===== src/rtl/wb_port_arbiter_if.sv =====
// Bundle between the writeback stage / mul-div unit / hazard unit and the
// register-file write-port arbiter.
interface wb_port_arbiter_if #(
  parameter int WIDTH = 32,
  parameter int AW    = 5
);
  logic             regWriteW;
  logic [AW-1:0]    writeRegW;
  logic [WIDTH-1:0] resultW;
  logic             md_valid;
  logic             md_ready;
  logic [AW-1:0]    md_reg;
  logic [WIDTH-1:0] md_data;
  logic             rf_we;
  logic [AW-1:0]    rf_wa;
  logic [WIDTH-1:0] rf_wd;
  logic             stall_wb;
  logic             md_pending;
  logic [AW-1:0]    chk_rs;
  logic [AW-1:0]    chk_rt;
  logic             hit_rs;
  logic             hit_rt;

  modport slave (
    input  regWriteW, writeRegW, resultW, md_valid, md_reg, md_data, chk_rs, chk_rt,
    output md_ready, rf_we, rf_wa, rf_wd, stall_wb, md_pending, hit_rs, hit_rt
  );

  modport master (
    output regWriteW, writeRegW, resultW, md_valid, md_reg, md_data, chk_rs, chk_rt,
    input  md_ready, rf_we, rf_wa, rf_wd, stall_wb, md_pending, hit_rs, hit_rt
  );
endinterface


===== src/rtl/wb_port_arbiter.sv =====
// Shares the register-file write port between the W stage and late mul/div
// results queued in a small FIFO; the pipeline always wins, the FIFO drains in idle slots.
module wb_port_arbiter #(
  parameter int WIDTH      = 32,
  parameter int AW         = 5,
  parameter int DEPTH      = 2,
  parameter int STARVE_MAX = 4
) (
  input  logic            clk,
  input  logic            reset,
  wb_port_arbiter_if.slave bus
);
  localparam int PW = $clog2(DEPTH);
  localparam int CW = PW + 1;
  localparam int SW = $clog2(STARVE_MAX + 1);

  logic [AW-1:0]    r_reg  [DEPTH];
  logic [WIDTH-1:0] r_data [DEPTH];
  logic [DEPTH-1:0] r_vld;
  logic [PW-1:0]    r_head, r_tail;
  logic [CW-1:0]    r_count;
  logic [SW-1:0]    r_starve;
  logic             r_stall;

  logic             w_md_ready, w_push, w_found, w_fifo_gnt, w_pending;
  logic [PW-1:0]    w_sel, w_scan_idx, w_clr_idx;
  logic [CW-1:0]    w_lead, w_pop;
  logic [DEPTH-1:0] w_vld_nxt;
  logic [SW-1:0]    w_starve_nxt;
  logic             w_hit_rs, w_hit_rt;

  assign w_md_ready = (r_count != CW'(DEPTH)) && !reset;
  assign w_push     = bus.md_valid && w_md_ready && (bus.md_reg != '0);
  assign w_pending  = |r_vld;

  // Walk from the head: squashed entries ahead of the first live one are skipped this cycle
  always_comb begin
    w_found    = 1'b0;
    w_sel      = '0;
    w_lead     = '0;
    w_scan_idx = '0;
    for (int k = 0; k < DEPTH; k++) begin
      w_scan_idx = r_head + PW'(k);
      if (!w_found && (CW'(k) < r_count)) begin
        if (r_vld[w_scan_idx]) begin
          w_found = 1'b1;
          w_sel   = w_scan_idx;
        end else begin
          w_lead = w_lead + 1'b1;
        end
      end
    end
  end

  assign w_fifo_gnt = !bus.regWriteW && w_found;
  assign w_pop      = w_lead + CW'(w_fifo_gnt);

  always_comb begin
    w_vld_nxt = r_vld;
    w_clr_idx = '0;
    // The W-stage instruction is younger, so its write kills any queued write to the same reg
    if (bus.regWriteW && (bus.writeRegW != '0)) begin
      for (int i = 0; i < DEPTH; i++) begin
        if (r_reg[i] == bus.writeRegW) w_vld_nxt[i] = 1'b0;
      end
    end
    for (int k = 0; k < DEPTH; k++) begin
      w_clr_idx = r_head + PW'(k);
      if (CW'(k) < w_pop) w_vld_nxt[w_clr_idx] = 1'b0;
    end
    if (w_push) w_vld_nxt[r_tail] = 1'b1;
  end

  always_comb begin
    w_starve_nxt = r_starve;
    if (!w_pending || w_fifo_gnt) begin
      w_starve_nxt = '0;
    end else if (r_starve != SW'(STARVE_MAX)) begin
      w_starve_nxt = r_starve + 1'b1;
    end
  end

  always_ff @(posedge clk or posedge reset) begin
    if (reset) begin
      r_vld    <= '0;
      r_head   <= '0;
      r_tail   <= '0;
      r_count  <= '0;
      r_starve <= '0;
      r_stall  <= 1'b0;
    end else begin
      r_vld    <= w_vld_nxt;
      r_head   <= r_head + PW'(w_pop);
      r_tail   <= r_tail + PW'(w_push);
      r_count  <= r_count + CW'(w_push) - w_pop;
      r_starve <= w_starve_nxt;
      r_stall  <= (w_starve_nxt == SW'(STARVE_MAX));
    end
  end

  always_ff @(posedge clk) begin
    if (w_push) begin
      r_reg[r_tail]  <= bus.md_reg;
      r_data[r_tail] <= bus.md_data;
    end
  end

  always_comb begin
    w_hit_rs = 1'b0;
    w_hit_rt = 1'b0;
    for (int i = 0; i < DEPTH; i++) begin
      if (r_vld[i] && (r_reg[i] == bus.chk_rs)) w_hit_rs = 1'b1;
      if (r_vld[i] && (r_reg[i] == bus.chk_rt)) w_hit_rt = 1'b1;
    end
  end

  assign bus.md_ready   = w_md_ready;
  assign bus.md_pending = w_pending && !reset;
  assign bus.hit_rs     = w_hit_rs && (bus.chk_rs != '0) && !reset;
  assign bus.hit_rt     = w_hit_rt && (bus.chk_rt != '0) && !reset;
  assign bus.stall_wb   = r_stall;
  assign bus.rf_we      = (bus.regWriteW || w_found) && !reset;
  assign bus.rf_wa      = reset ? '0 : bus.regWriteW ? bus.writeRegW :
                          w_found ? r_reg[w_sel] : '0;
  assign bus.rf_wd      = reset ? '0 : bus.regWriteW ? bus.resultW :
                          w_found ? r_data[w_sel] : '0;
endmodule


===== src/flat_wrapper.sv =====
// flat-port wrapper written by rule: the top's interface ports become plain ports
module wb_port_arbiter_flat 
#(
  parameter int WIDTH      = 32,
  parameter int AW         = 5,
  parameter int DEPTH      = 2,
  parameter int STARVE_MAX = 4
)
  (clk, reset, bus_regWriteW, bus_writeRegW, bus_resultW, bus_md_valid, bus_md_reg, bus_md_data, bus_chk_rs, bus_chk_rt, bus_md_ready, bus_rf_we, bus_rf_wa, bus_rf_wd, bus_stall_wb, bus_md_pending, bus_hit_rs, bus_hit_rt);
  wb_port_arbiter_if #(.WIDTH(WIDTH), .AW(AW)) bus_i ();
  input  logic clk;
  input  logic reset;
  input wire logic [$bits(bus_i.regWriteW)-1:0] bus_regWriteW;
  input wire logic [$bits(bus_i.writeRegW)-1:0] bus_writeRegW;
  input wire logic [$bits(bus_i.resultW)-1:0] bus_resultW;
  input wire logic [$bits(bus_i.md_valid)-1:0] bus_md_valid;
  input wire logic [$bits(bus_i.md_reg)-1:0] bus_md_reg;
  input wire logic [$bits(bus_i.md_data)-1:0] bus_md_data;
  input wire logic [$bits(bus_i.chk_rs)-1:0] bus_chk_rs;
  input wire logic [$bits(bus_i.chk_rt)-1:0] bus_chk_rt;
  output wire logic [$bits(bus_i.md_ready)-1:0] bus_md_ready;
  output wire logic [$bits(bus_i.rf_we)-1:0] bus_rf_we;
  output wire logic [$bits(bus_i.rf_wa)-1:0] bus_rf_wa;
  output wire logic [$bits(bus_i.rf_wd)-1:0] bus_rf_wd;
  output wire logic [$bits(bus_i.stall_wb)-1:0] bus_stall_wb;
  output wire logic [$bits(bus_i.md_pending)-1:0] bus_md_pending;
  output wire logic [$bits(bus_i.hit_rs)-1:0] bus_hit_rs;
  output wire logic [$bits(bus_i.hit_rt)-1:0] bus_hit_rt;
  assign bus_i.regWriteW = bus_regWriteW;
  assign bus_i.writeRegW = bus_writeRegW;
  assign bus_i.resultW = bus_resultW;
  assign bus_i.md_valid = bus_md_valid;
  assign bus_i.md_reg = bus_md_reg;
  assign bus_i.md_data = bus_md_data;
  assign bus_i.chk_rs = bus_chk_rs;
  assign bus_i.chk_rt = bus_chk_rt;
  assign bus_md_ready = bus_i.md_ready;
  assign bus_rf_we = bus_i.rf_we;
  assign bus_rf_wa = bus_i.rf_wa;
  assign bus_rf_wd = bus_i.rf_wd;
  assign bus_stall_wb = bus_i.stall_wb;
  assign bus_md_pending = bus_i.md_pending;
  assign bus_hit_rs = bus_i.hit_rs;
  assign bus_hit_rt = bus_i.hit_rt;
  wb_port_arbiter #(.WIDTH(WIDTH), .AW(AW), .DEPTH(DEPTH), .STARVE_MAX(STARVE_MAX)) u_core (.clk(clk), .reset(reset), .bus(bus_i));
endmodule

===== config.mk =====
export PLATFORM = sky130hd
export DESIGN_NAME = wb_port_arbiter_flat
export DESIGN_NICKNAME = d
export VERILOG_FILES = /design/src/rtl/wb_port_arbiter_if.sv /design/src/rtl/wb_port_arbiter.sv /design/src/flat_wrapper.sv
export SDC_FILE = /design/constraint.sdc
export NUM_CORES = 1
export LEC_CHECK = 0
export ABC_AREA = 1
export CAP_MARGIN = 20
export CORE_MARGIN = 2
export CORE_UTILIZATION = 43
export DETAILED_ROUTE_END_ITERATION = 10
export PLACE_DENSITY = 0.86
export SETUP_SLACK_MARGIN = 0.3
export SYNTH_ARGS = -nofsm -noshare
export SYNTH_HDL_FRONTEND = slang
export SYNTH_SLANG_ARGS = --single-unit

===== constraint.sdc =====
create_clock -name clk -period 2.36 [get_ports clk]
set_clock_uncertainty 0.1 [all_clocks]
set_input_delay 0.354 -clock clk [delete_from_list [all_inputs] [get_ports clk]]
set_output_delay 0.354 -clock clk [all_outputs]
set_load 0.01 [all_outputs]

# [After elaboration in Yosys (flattened, before gate mapping)]
# Memories as Yosys holds them, arrays and structs flattened.
# Index checks and enable logic that the tools add are counted.
[word_totals] regBits=10 ramBits=74 inputBits=88 output_inout_bits=43 elab_cells=112 n_memories=2
[op_classes] add_sub_neg=8 order_cmp=10 n_eq_ne=9 mux=42 n_bitwise=5 n_reduce_logical=30
[mem_list] name="u_core.r_data" depth=2 width=32 rd=1 rd_clocked_by_memory_dff=0 write_ports=1 line="wb_port_arbiter.sv:18" rtl="logic [WIDTH-1:0] r_data [DEPTH];"
[mem_list] name="u_core.r_reg" depth=2 width=5 rd=3 rd_clocked_by_memory_dff=0 write_ports=1 line="wb_port_arbiter.sv:17" rtl="logic [AW-1:0] r_reg [DEPTH];"
[ops] op="32-bit 2-to-1 mux" n=3
[ops] op="5-bit equality test" n=6
[ops] op="1-bit 2-to-1 mux" n=24
[ops] op="5-bit nonzero test" n=4
[ops] op="1-bit logical AND" n=19
[ops] op="5-bit 2-to-1 mux" n=3
[ops] op="2-bit 2-to-1 mux" n=7
[ops] op="1-bit by 2-bit less-than comparator with 1-bit output, first input constant" n=4
[ops] op="1-bit by 2-bit less-than comparator with 1-bit output, second input constant" n=3
[ops] op="3-bit 2-to-1 mux" n=2
[ops] op="2-bit by 1-bit adder with 2-bit output" n=2
[ops] op="2-bit bitwise AND" n=2
[ops] op="1-bit zero test" n=4
[ops] op="2-bit NOT" n=2
[ops] op="3-bit by 1-bit adder with 3-bit output, second input constant" n=1
[ops] op="1-bit demux with 1-bit select" n=3
[ops] op="3-bit equality test, second input constant" n=1
[ops] op="1-bit >= comparator, second input constant" n=3
[ops] op="3-bit != test, second input constant" n=1
[ops] op="1-bit adder" n=2
[ops] op="2-bit by 1-bit adder with 2-bit output, second input constant" n=1
[ops] op="1-bit logical OR" n=2
[ops] op="2-bit != test, second input constant" n=1
[ops] op="2-bit bitwise OR" n=1
[ops] op="other kinds (3)" n=3

# [Depth between registers and ports, before layout]
# Gate-level depths: netlist of run 1.
[logic_depth] depth_word=15 mapped_depth=17 ltp_nobuf=17

# [Worst setup path before layout of run 1]
# OpenSTA, ideal clock, no wires.
[synth_timing] path_kind="in2reg" start="in reset" end="mem u_core.r_data[0][0] (enable)" setup_time_ns=0.398 arrival_time_ns=2.227 t_required_ns=1.862 slack_ns=-0.365 stages=6 n_path_buf=0 path_cell_list="inv_1 o21ai_0 inv_1 nand2_1 a21oi_1 ha_1"
[synth_via] elab_chain_cells=6
[synth_rtl] element="from (decl)" line="flat_wrapper.sv:12" rtl="input logic reset;"
[synth_rtl] element="1-bit zero test" line="wb_port_arbiter.sv:32" rtl="assign w_md_ready = (r_count != CW'(DEPTH)) && !reset;"
[synth_rtl] element="1-bit logical AND" line="wb_port_arbiter.sv:32"
[synth_rtl] element="net bus_md_ready" line="flat_wrapper.sv:21" rtl="output wire logic [$bits(bus_i.md_ready)-1:0] bus_md_ready;"
[synth_rtl] element="1-bit logical AND (2 in a row)" line="wb_port_arbiter.sv:33" rtl="assign w_push = bus.md_valid && w_md_ready && (bus.md_reg != '0);"
[synth_rtl] element="1-bit 2-to-1 mux" line="wb_port_arbiter.sv:102" rtl="if (w_push) begin"
[synth_rtl] element="1-bit 2-to-1 mux (implied by the code)" line="wb_port_arbiter.sv:104" rtl="r_data[r_tail] <= bus.md_data;"
[synth_rtl] element="to (decl)" line="wb_port_arbiter.sv:18"
# The timed path passes the listed nets, and every way through them passes these cells.

# [Worst setup path after layout of run 1]
[layout_timing] start="reg u_core.r_head" end="reg u_core.r_count[1]"
[layout_via] elab_chain_cells=10 word_cells_on_any_way=19 cone_classes="add/sub (4); mux (12); reduce/logical (3)"
[layout_rtl] element="from (decl)" line="wb_port_arbiter.sv:20" rtl="logic [PW-1:0] r_head, r_tail;"
[layout_rtl] element="from (signal assigned)" line="wb_port_arbiter.sv:93" rtl="r_head <= r_head + PW'(w_pop);"
[layout_rtl] element="branches (longest 8 deep; another with 2-bit by 1-bit adder with 2-bit output)"
[layout_rtl] element="2-bit by 1-bit adder with 2-bit output *" line="wb_port_arbiter.sv:56" rtl="assign w_pop = w_lead + CW'(w_fifo_gnt);"
[layout_rtl] element="2-bit subtractor *" line="wb_port_arbiter.sv:95" rtl="r_count <= r_count + CW'(w_push) - w_pop;"
[layout_rtl] element="to (signal assigned)" line="wb_port_arbiter.sv:95"
[layout_rtl] element="to (decl)" line="wb_port_arbiter.sv:21" rtl="logic [CW-1:0] r_count;"
# Every way passes the cells marked *. The select of a mux whose other input is x is not followed.

==> flow_metrics.env, run 1 <==
export IMPL_status="finished, violations left"
export IMPL_violations="negative setup slack"
export IMPL_synth_edf_count=74
export IMPL_diodes=0
export IMPL_period_needed_ns=2.53
export IMPL_port_buffers=130
export IMPL_max_freq_mhz=396
export IMPL_peakVddDrop_v=0.000542
export IMPL_avgSynthCellArea_um2=8.96
export IMPL_hp_class="in -> reg"
export IMPL_worstSkewPairLatency_ns=0.35
export IMPL_grt_pass1_wl_um=21100
export IMPL_ant_nets=0
export IMPL_drtIter0Drc=315
export IMPL_synthTopCellsByArea="edfxtp_1, nand2_1, nand3_1, dfrtp_1, a21oi_1"
export IMPL_dr_pass1_iters=5
export IMPL_r2r_start="u_core.r_head$_DFF_PP0_"
export IMPL_reg2reg_depth=14
export IMPL_ys_seq_elements=84
export IMPL_grt_use_total=0.241
export IMPL_min_from="bus_md_data[12]"
export IMPL_holdPathStages=1
export IMPL_htreeDepth=3
export IMPL_synth_async_reset_ratio=0.119
export IMPL_finalHoldViolCount=0
export IMPL_viasPerCell=5.38
export IMPL_clk_pin_slew_ns=0.09
export IMPL_comb_power_share=0.518
export IMPL_antenna_found_initial=0
export IMPL_cp_max_fo=4
export IMPL_whs_ns=0.478
export IMPL_nFillCells=774
export IMPL_grt_max_degree=40
export IMPL_rows=37
export IMPL_drv_slew=0
export IMPL_fin_tns_setup_ns=-4.27
export IMPL_grt_pass1_vias=4472
export IMPL_yosysWarningCount=0
export IMPL_fp_dieH_um=106
export IMPL_cp_start_kind="flip-flop"
export IMPL_cts_root_buf="clkbuf_8"
export IMPL_critPathRequiredTime_ns=2.50
export IMPL_ff2ff_setup_slack_ns=-0.17
export IMPL_synth_ff_type="edfxtp_1"
export IMPL_fin_ws_ns=-0.168
export IMPL_fin_nets=773
export IMPL_multi_input_area_um2=1910
export IMPL_leakagePower_nw=2.83
export IMPL_min_to="u_core.r_data[0][12]$_DFFE_PP_"
export IMPL_dp_hpwl_um=8800
export IMPL_crit_arrival_ns=2.67
export IMPL_cts_sinks=84
export IMPL_syn_to_final_growth_pct=50.6
export IMPL_synth_area_um2=4460
export IMPL_yosys_cell_count_top_type="nand2_1"
export IMPL_path_class="reg -> reg"
export IMPL_internal_power_mw=4.09
export IMPL_io_pins=131
export IMPL_slew_headroom=0.617
export IMPL_rsz0062_at_grt="true"
export IMPL_place_gp_congestion=0.947
export IMPL_die_x_um=106
export IMPL_clockBufferDepth=2
export IMPL_syn_inst=498
export IMPL_cts_made_buffers=9
export IMPL_reg2reg_to="u_core.r_count[1]$_DFF_PP0_"
export IMPL_cap_viol_max_count=0
export IMPL_synth_area_leader_cell="edfxtp_1"
export IMPL_drc_errors=0
export IMPL_seq_area_frac_synth=0.554
export IMPL_regArea_um2=2470
export IMPL_power_density_nw_per_um2=967
export IMPL_wl_um=14000
export IMPL_largest_reg_flops=64
export IMPL_power_frac_clock=0.175
export IMPL_drive_above_1_share=0.242
export IMPL_synth_cell_types=23
export IMPL_coreArea_um2=10200
export IMPL_cts_tree="yes"
export IMPL_setup_viol_count_final=39
export IMPL_overflow=0
export IMPL_switching_share=0.371
export IMPL_syn_nets=594
export IMPL_tightest_slew_ns=0.572
export IMPL_synth_top_area_frac=0.498
export IMPL_vias=4399
export IMPL_cp_end_kind="flip-flop"
export IMPL_start_util=0.438
export IMPL_synth_common_cells="nand2_1, nand3_1, edfxtp_1"
export IMPL_post_drt_wl_per_cell_um=17.1
export IMPL_die_area_um2=11200
export IMPL_fin_crit_sh=1.07
export IMPL_power_switching_mw=2.41
export IMPL_seq_power_share=0.307
==> worst max path at each step <==
stage	startpoint	depth (start not counted)	slack, ns	end
2_1_floorplan	u_core.r_head$_DFF_PP0_	17	-0.10	u_core.r_count[1]$_DFF_PP0_
3_3_place_gp	u_core.r_head$_DFF_PP0_	17	-0.10	u_core.r_count[1]$_DFF_PP0_
3_5_place_dp	u_core.r_head$_DFF_PP0_	17	-0.21	u_core.r_count[1]$_DFF_PP0_
4_1_cts	u_core.r_head$_DFF_PP0_	17	-0.11	u_core.r_count[1]$_DFF_PP0_
5_1_grt	u_core.r_count[0]$_DFF_PP0_	15	-0.33	u_core.r_count[1]$_DFF_PP0_
6_report	u_core.r_head$_DFF_PP0_	14	-0.17	u_core.r_count[1]$_DFF_PP0_
==> critical path: stages, from the launching register on <==
cell and delay [ns]:
dfrtp_2 0.45, buf_6 0.13, o21a_4 0.21, o21ai_4 0.18, buf_6 0.17, nand2_1 0.09
inv_2 0.09, ha_4 0.21, ha_4 0.26, inv_2 0.04, ha_4 0.15, xor2_2 0.14
inv_1 0.07, nand2_1 0.06, nand2_1 0.05
==> power groups by stage <==
stage	Combinational, mW	Clock [mW]	Sequential [mW]
floorplan	1.44	0	1.99
global placement	2.34	0	2.00
detailed placement	2.43	0	2.02
CTS	3.03	1.15	1.99
global route	3.65	1.22	2.01
finish	3.37	1.14	2.00
==> layer usage <==
layer  wire length, um  global-route usage  share of wire
met5                 0                   0              0
met4               409               0.107          0.029
met3              1040              0.0550          0.074
met2              7190               0.434           0.51
met1              5390               0.271           0.38
==> timing repair <==
| action | 4_1_cts | 5_1_grt |
|---|---|---|
| hold buffers | 1 | 0 |
| cloned | 3 | 1 |
| setup buffers | 9 | 15 |
| gates resized for setup | 194 | 24 |
| endpoints found under the hold margin | 10 | 0 |
| setup endpoints to repair | 97 | 107 |
| pin swaps | 14 | 6 |
==> stage by stage <==
step / instance area, um^2 / utilization / std cells / setup slack, ns / power, mW
floorplan: 4500 / - / 498 / -0.101 / 3.43
global placement: 6180 / 0.607 / 773 / -0.104 / 4.34
detailed placement: 6180 / 0.607 / 773 / -0.208 / 4.45
CTS: 6480 / 0.637 / 802 / -0.107 / 6.17
global route: 6720 / 0.660 / 818 / -0.325 / 6.88
finish: 6720 / 0.660 / 818 / -0.168 / 6.50
==> cell usage in the layout, fill, tap and decap left out, types with 7 or more instances in the layout <==
cell type / count
a21oi_1: 40
a21oi_2: 7
buf_12: 8
buf_2: 41
buf_4: 42
buf_6: 9
clkbuf_8: 9
clkdlybuf4s50_1: 85
dfrtp_1: 9
edfxtp_1: 74
inv_1: 25
inv_2: 8
nand2_1: 141
nand2_2: 8
nand3_1: 76
nor2_1: 18
xnor2_1: 11
==> final cells by class <==
class / instances / share of cell area
sequential: 84 / 0.368
timing repair buffer: 195 / 0.270
multi-input combinational: 353 / 0.284
inverter: 34 / 0.0195
clock buffer: 9 / 0.0184
tap: 136 / 0.0253
clock inverter: 7 / 0.0147
==> logic make-up after synthesis <==
family,share of synthesized area
buffers and inverters,0.0617
DFF,0.554
xor gates and xnor gates,0.0373
adders and majority gates,0.0224
AOI/OAI and AO/OA,0.0805
and+or+nand+nor,0.244
No activity file was read; power rests on OpenSTA's default activity.
==> run 2, diff against run 1 <==
CAP_MARGIN = 0   (was 20)
==> results of run 2 <==
Final layout, timing and power as in run 1 (identical DEF).
==> run 3, diff against run 2 <==
CORE_MARGIN = 4   (was 2)
==> run 3 against run 2 <==
The run still ends with negative setup slack left. Final cell count increased by 1.1%. Die area increased by 7.7%. Sequential power about the same. Largest cell class unchanged.
==> flow_metrics.env, run 3 (synthesis results as in run 1) <==
export IMPL_crit_arrival_ns=2.77
export IMPL_status="finished, violations left"
export IMPL_cp_start_kind="flip-flop"
export IMPL_port_buffers=130
export IMPL_coreArea_um2=9950
export IMPL_viasPerCell=5.50
export IMPL_cp_end_kind="flip-flop"
export IMPL_overflow=0
export IMPL_crit_start="u_core.r_head$_DFF_PP0_"
export IMPL_dp_hpwl_um=9730
export IMPL_clockBufferDepth=2
export IMPL_drc_errors=0
export IMPL_htreeDepth=3
export IMPL_path_class="reg -> reg"
export IMPL_place_gp_congestion=0.874
export IMPL_period_needed_ns=2.61
export IMPL_hp_class="in -> async"
export IMPL_dpl_cell_area_um2=6250
export IMPL_fin_cells=827
export IMPL_reg2reg_depth=17
export IMPL_antenna_found_initial=0
export IMPL_start_util=0.448
export IMPL_cts_hold_buf=0
export IMPL_critPathRequiredTime_ns=2.52
export IMPL_nFillCells=687
export IMPL_drive_above_1_share=0.313
export IMPL_die_area_um2=12100
export IMPL_utilization=0.703
export IMPL_dpl_cell_count=777
export IMPL_power_density_nw_per_um2=963
export IMPL_peakVddDrop_v=0.000564
export IMPL_fin_tns_setup_ns=-5.37
export IMPL_clk_pin_slew_ns=0.08
export IMPL_grt_max_degree=22
export IMPL_wl_um=15400
export IMPL_ff2ff_setup_slack_ns=-0.25
export IMPL_layout_commonest_cell="nand2_1"
export IMPL_largest_reg_flops=64
export IMPL_stdcell_area_um2=7000
export IMPL_slew_headroom=0.798
export IMPL_r2r_start="u_core.r_head$_DFF_PP0_"
export IMPL_cts_sinks=84
export IMPL_grt_pass1_vias=4658
export IMPL_violations="negative setup slack"
export IMPL_vias=4552
export IMPL_drv_slew=0
export IMPL_reg2reg_to="u_core.r_count[1]$_DFF_PP0_"
export IMPL_worstSkewPairLatency_ns=0.37
export IMPL_drtIter0Drc=427
export IMPL_dr_pass1_iters=6
export IMPL_syn_to_final_growth_pct=56.8
export IMPL_cts_tree="yes"
export IMPL_max_freq_mhz=383
export IMPL_fin_crit_sh=1.11
export IMPL_io_pins=131
export IMPL_cap_viol_max_count=0
export IMPL_diodes=0
export IMPL_rsz0062_at_grt="true"
export IMPL_post_drt_wl_per_cell_um=18.6
export IMPL_rows=36
export IMPL_final_cell_mix="nand2_1, clkdlybuf4s50_1, edfxtp_1, nand3_1, buf_4"
export IMPL_fin_ws_ns=-0.252
export IMPL_leakagePower_nw=2.94
export IMPL_finalHoldViolCount=0
export IMPL_tightest_slew_ns=0.303
export IMPL_die_x_um=110
export IMPL_fin_nets=785
export IMPL_finalPower_mw=6.74
export IMPL_cts_made_buffers=9
export IMPL_grt_pass1_wl_um=22500
export IMPL_grt_use_total=0.246
export IMPL_cts_root_buf="clkbuf_8"
export IMPL_cp_max_fo=5
export IMPL_fp_dieH_um=110
export IMPL_ant_nets=0
export IMPL_setup_viol_count_final=42
run 3: area by class of cell:
cell class	count	area (um^2)	share of cell area
inverters	34	131	0.0188
clock inverters	7	67.6	0.00966
clock buffers	9	124	0.0177
well taps	133	166	0.0238
flip-flops and latches	84	2470	0.354
repair buffers	207	1980	0.283
multi-input cells	353	2050	0.294
run 3: worst max-delay path by stage:
stage                                        to  slack, ns
global route        u_core.r_count[1]$_DFF_PP0_      -0.34
global placement                  bus_rf_wd[16]      -0.20
CTS                               bus_rf_wd[16]      -0.16
detailed placement                bus_rf_wd[16]      -0.22
floorplan           u_core.r_count[1]$_DFF_PP0_      -0.10
finish              u_core.r_count[1]$_DFF_PP0_      -0.25
run 3: layer usage:
| layer | track usage | up-vias | routed length, um |
|---|---|---|---|
| met2 | 0.435 | 262 | 7930 |
| met4 | 0.136 | 0 | 493 |
| li1 | - | 2086 | - |
| met1 | 0.277 | 2161 | 5780 |
| met3 | 0.0476 | 43 | 1190 |
| met5 | 0 | - | 0 |
run 3: timing repair:
item | CTS | global route
buffers inserted | 13 | 15
resized for setup | 215 | 55
endpoints found under the setup margin | 46 | 46
gates cloned | 5 | 1
pin swaps | 19 | 33
run 3: power by group:
| part | switching [mW] | leakage, nW | internal [mW] |
|---|---|---|---|
| clock | 0.529 | 0.0943 | 0.483 |
| combinational | 1.87 | 2.05 | 1.84 |
| sequential | 0.141 | 0.801 | 1.87 |
| total | 2.54 | 2.94 | 4.20 |
run 3: critical path: stages (launching register included):
cell and delay, ns:
dfrtp_2 0.45, inv_2 0.08, nand2_2 0.06, nand2_2 0.09, inv_2 0.04, nand2_2 0.07
inv_2 0.05, ha_4 0.23, nor2_1 0.09, nor2_1 0.06, ha_1 0.35, ha_4 0.28
inv_2 0.04, ha_4 0.15, xor2_2 0.18, inv_1 0.07, nand2_1 0.06, nand2_1 0.04
run 3: through the flow:
| step | hold slack [ns] | setup WS, ns |
|---|---|---|
| finish | 0.171 | -0.252 |
| global route | 0.167 | -0.338 |
| CTS | 0.159 | -0.160 |
| detailed placement | 0.448 | -0.222 |
| global placement | 0.419 | -0.203 |
| floorplan | 0.0546 | -0.101 |
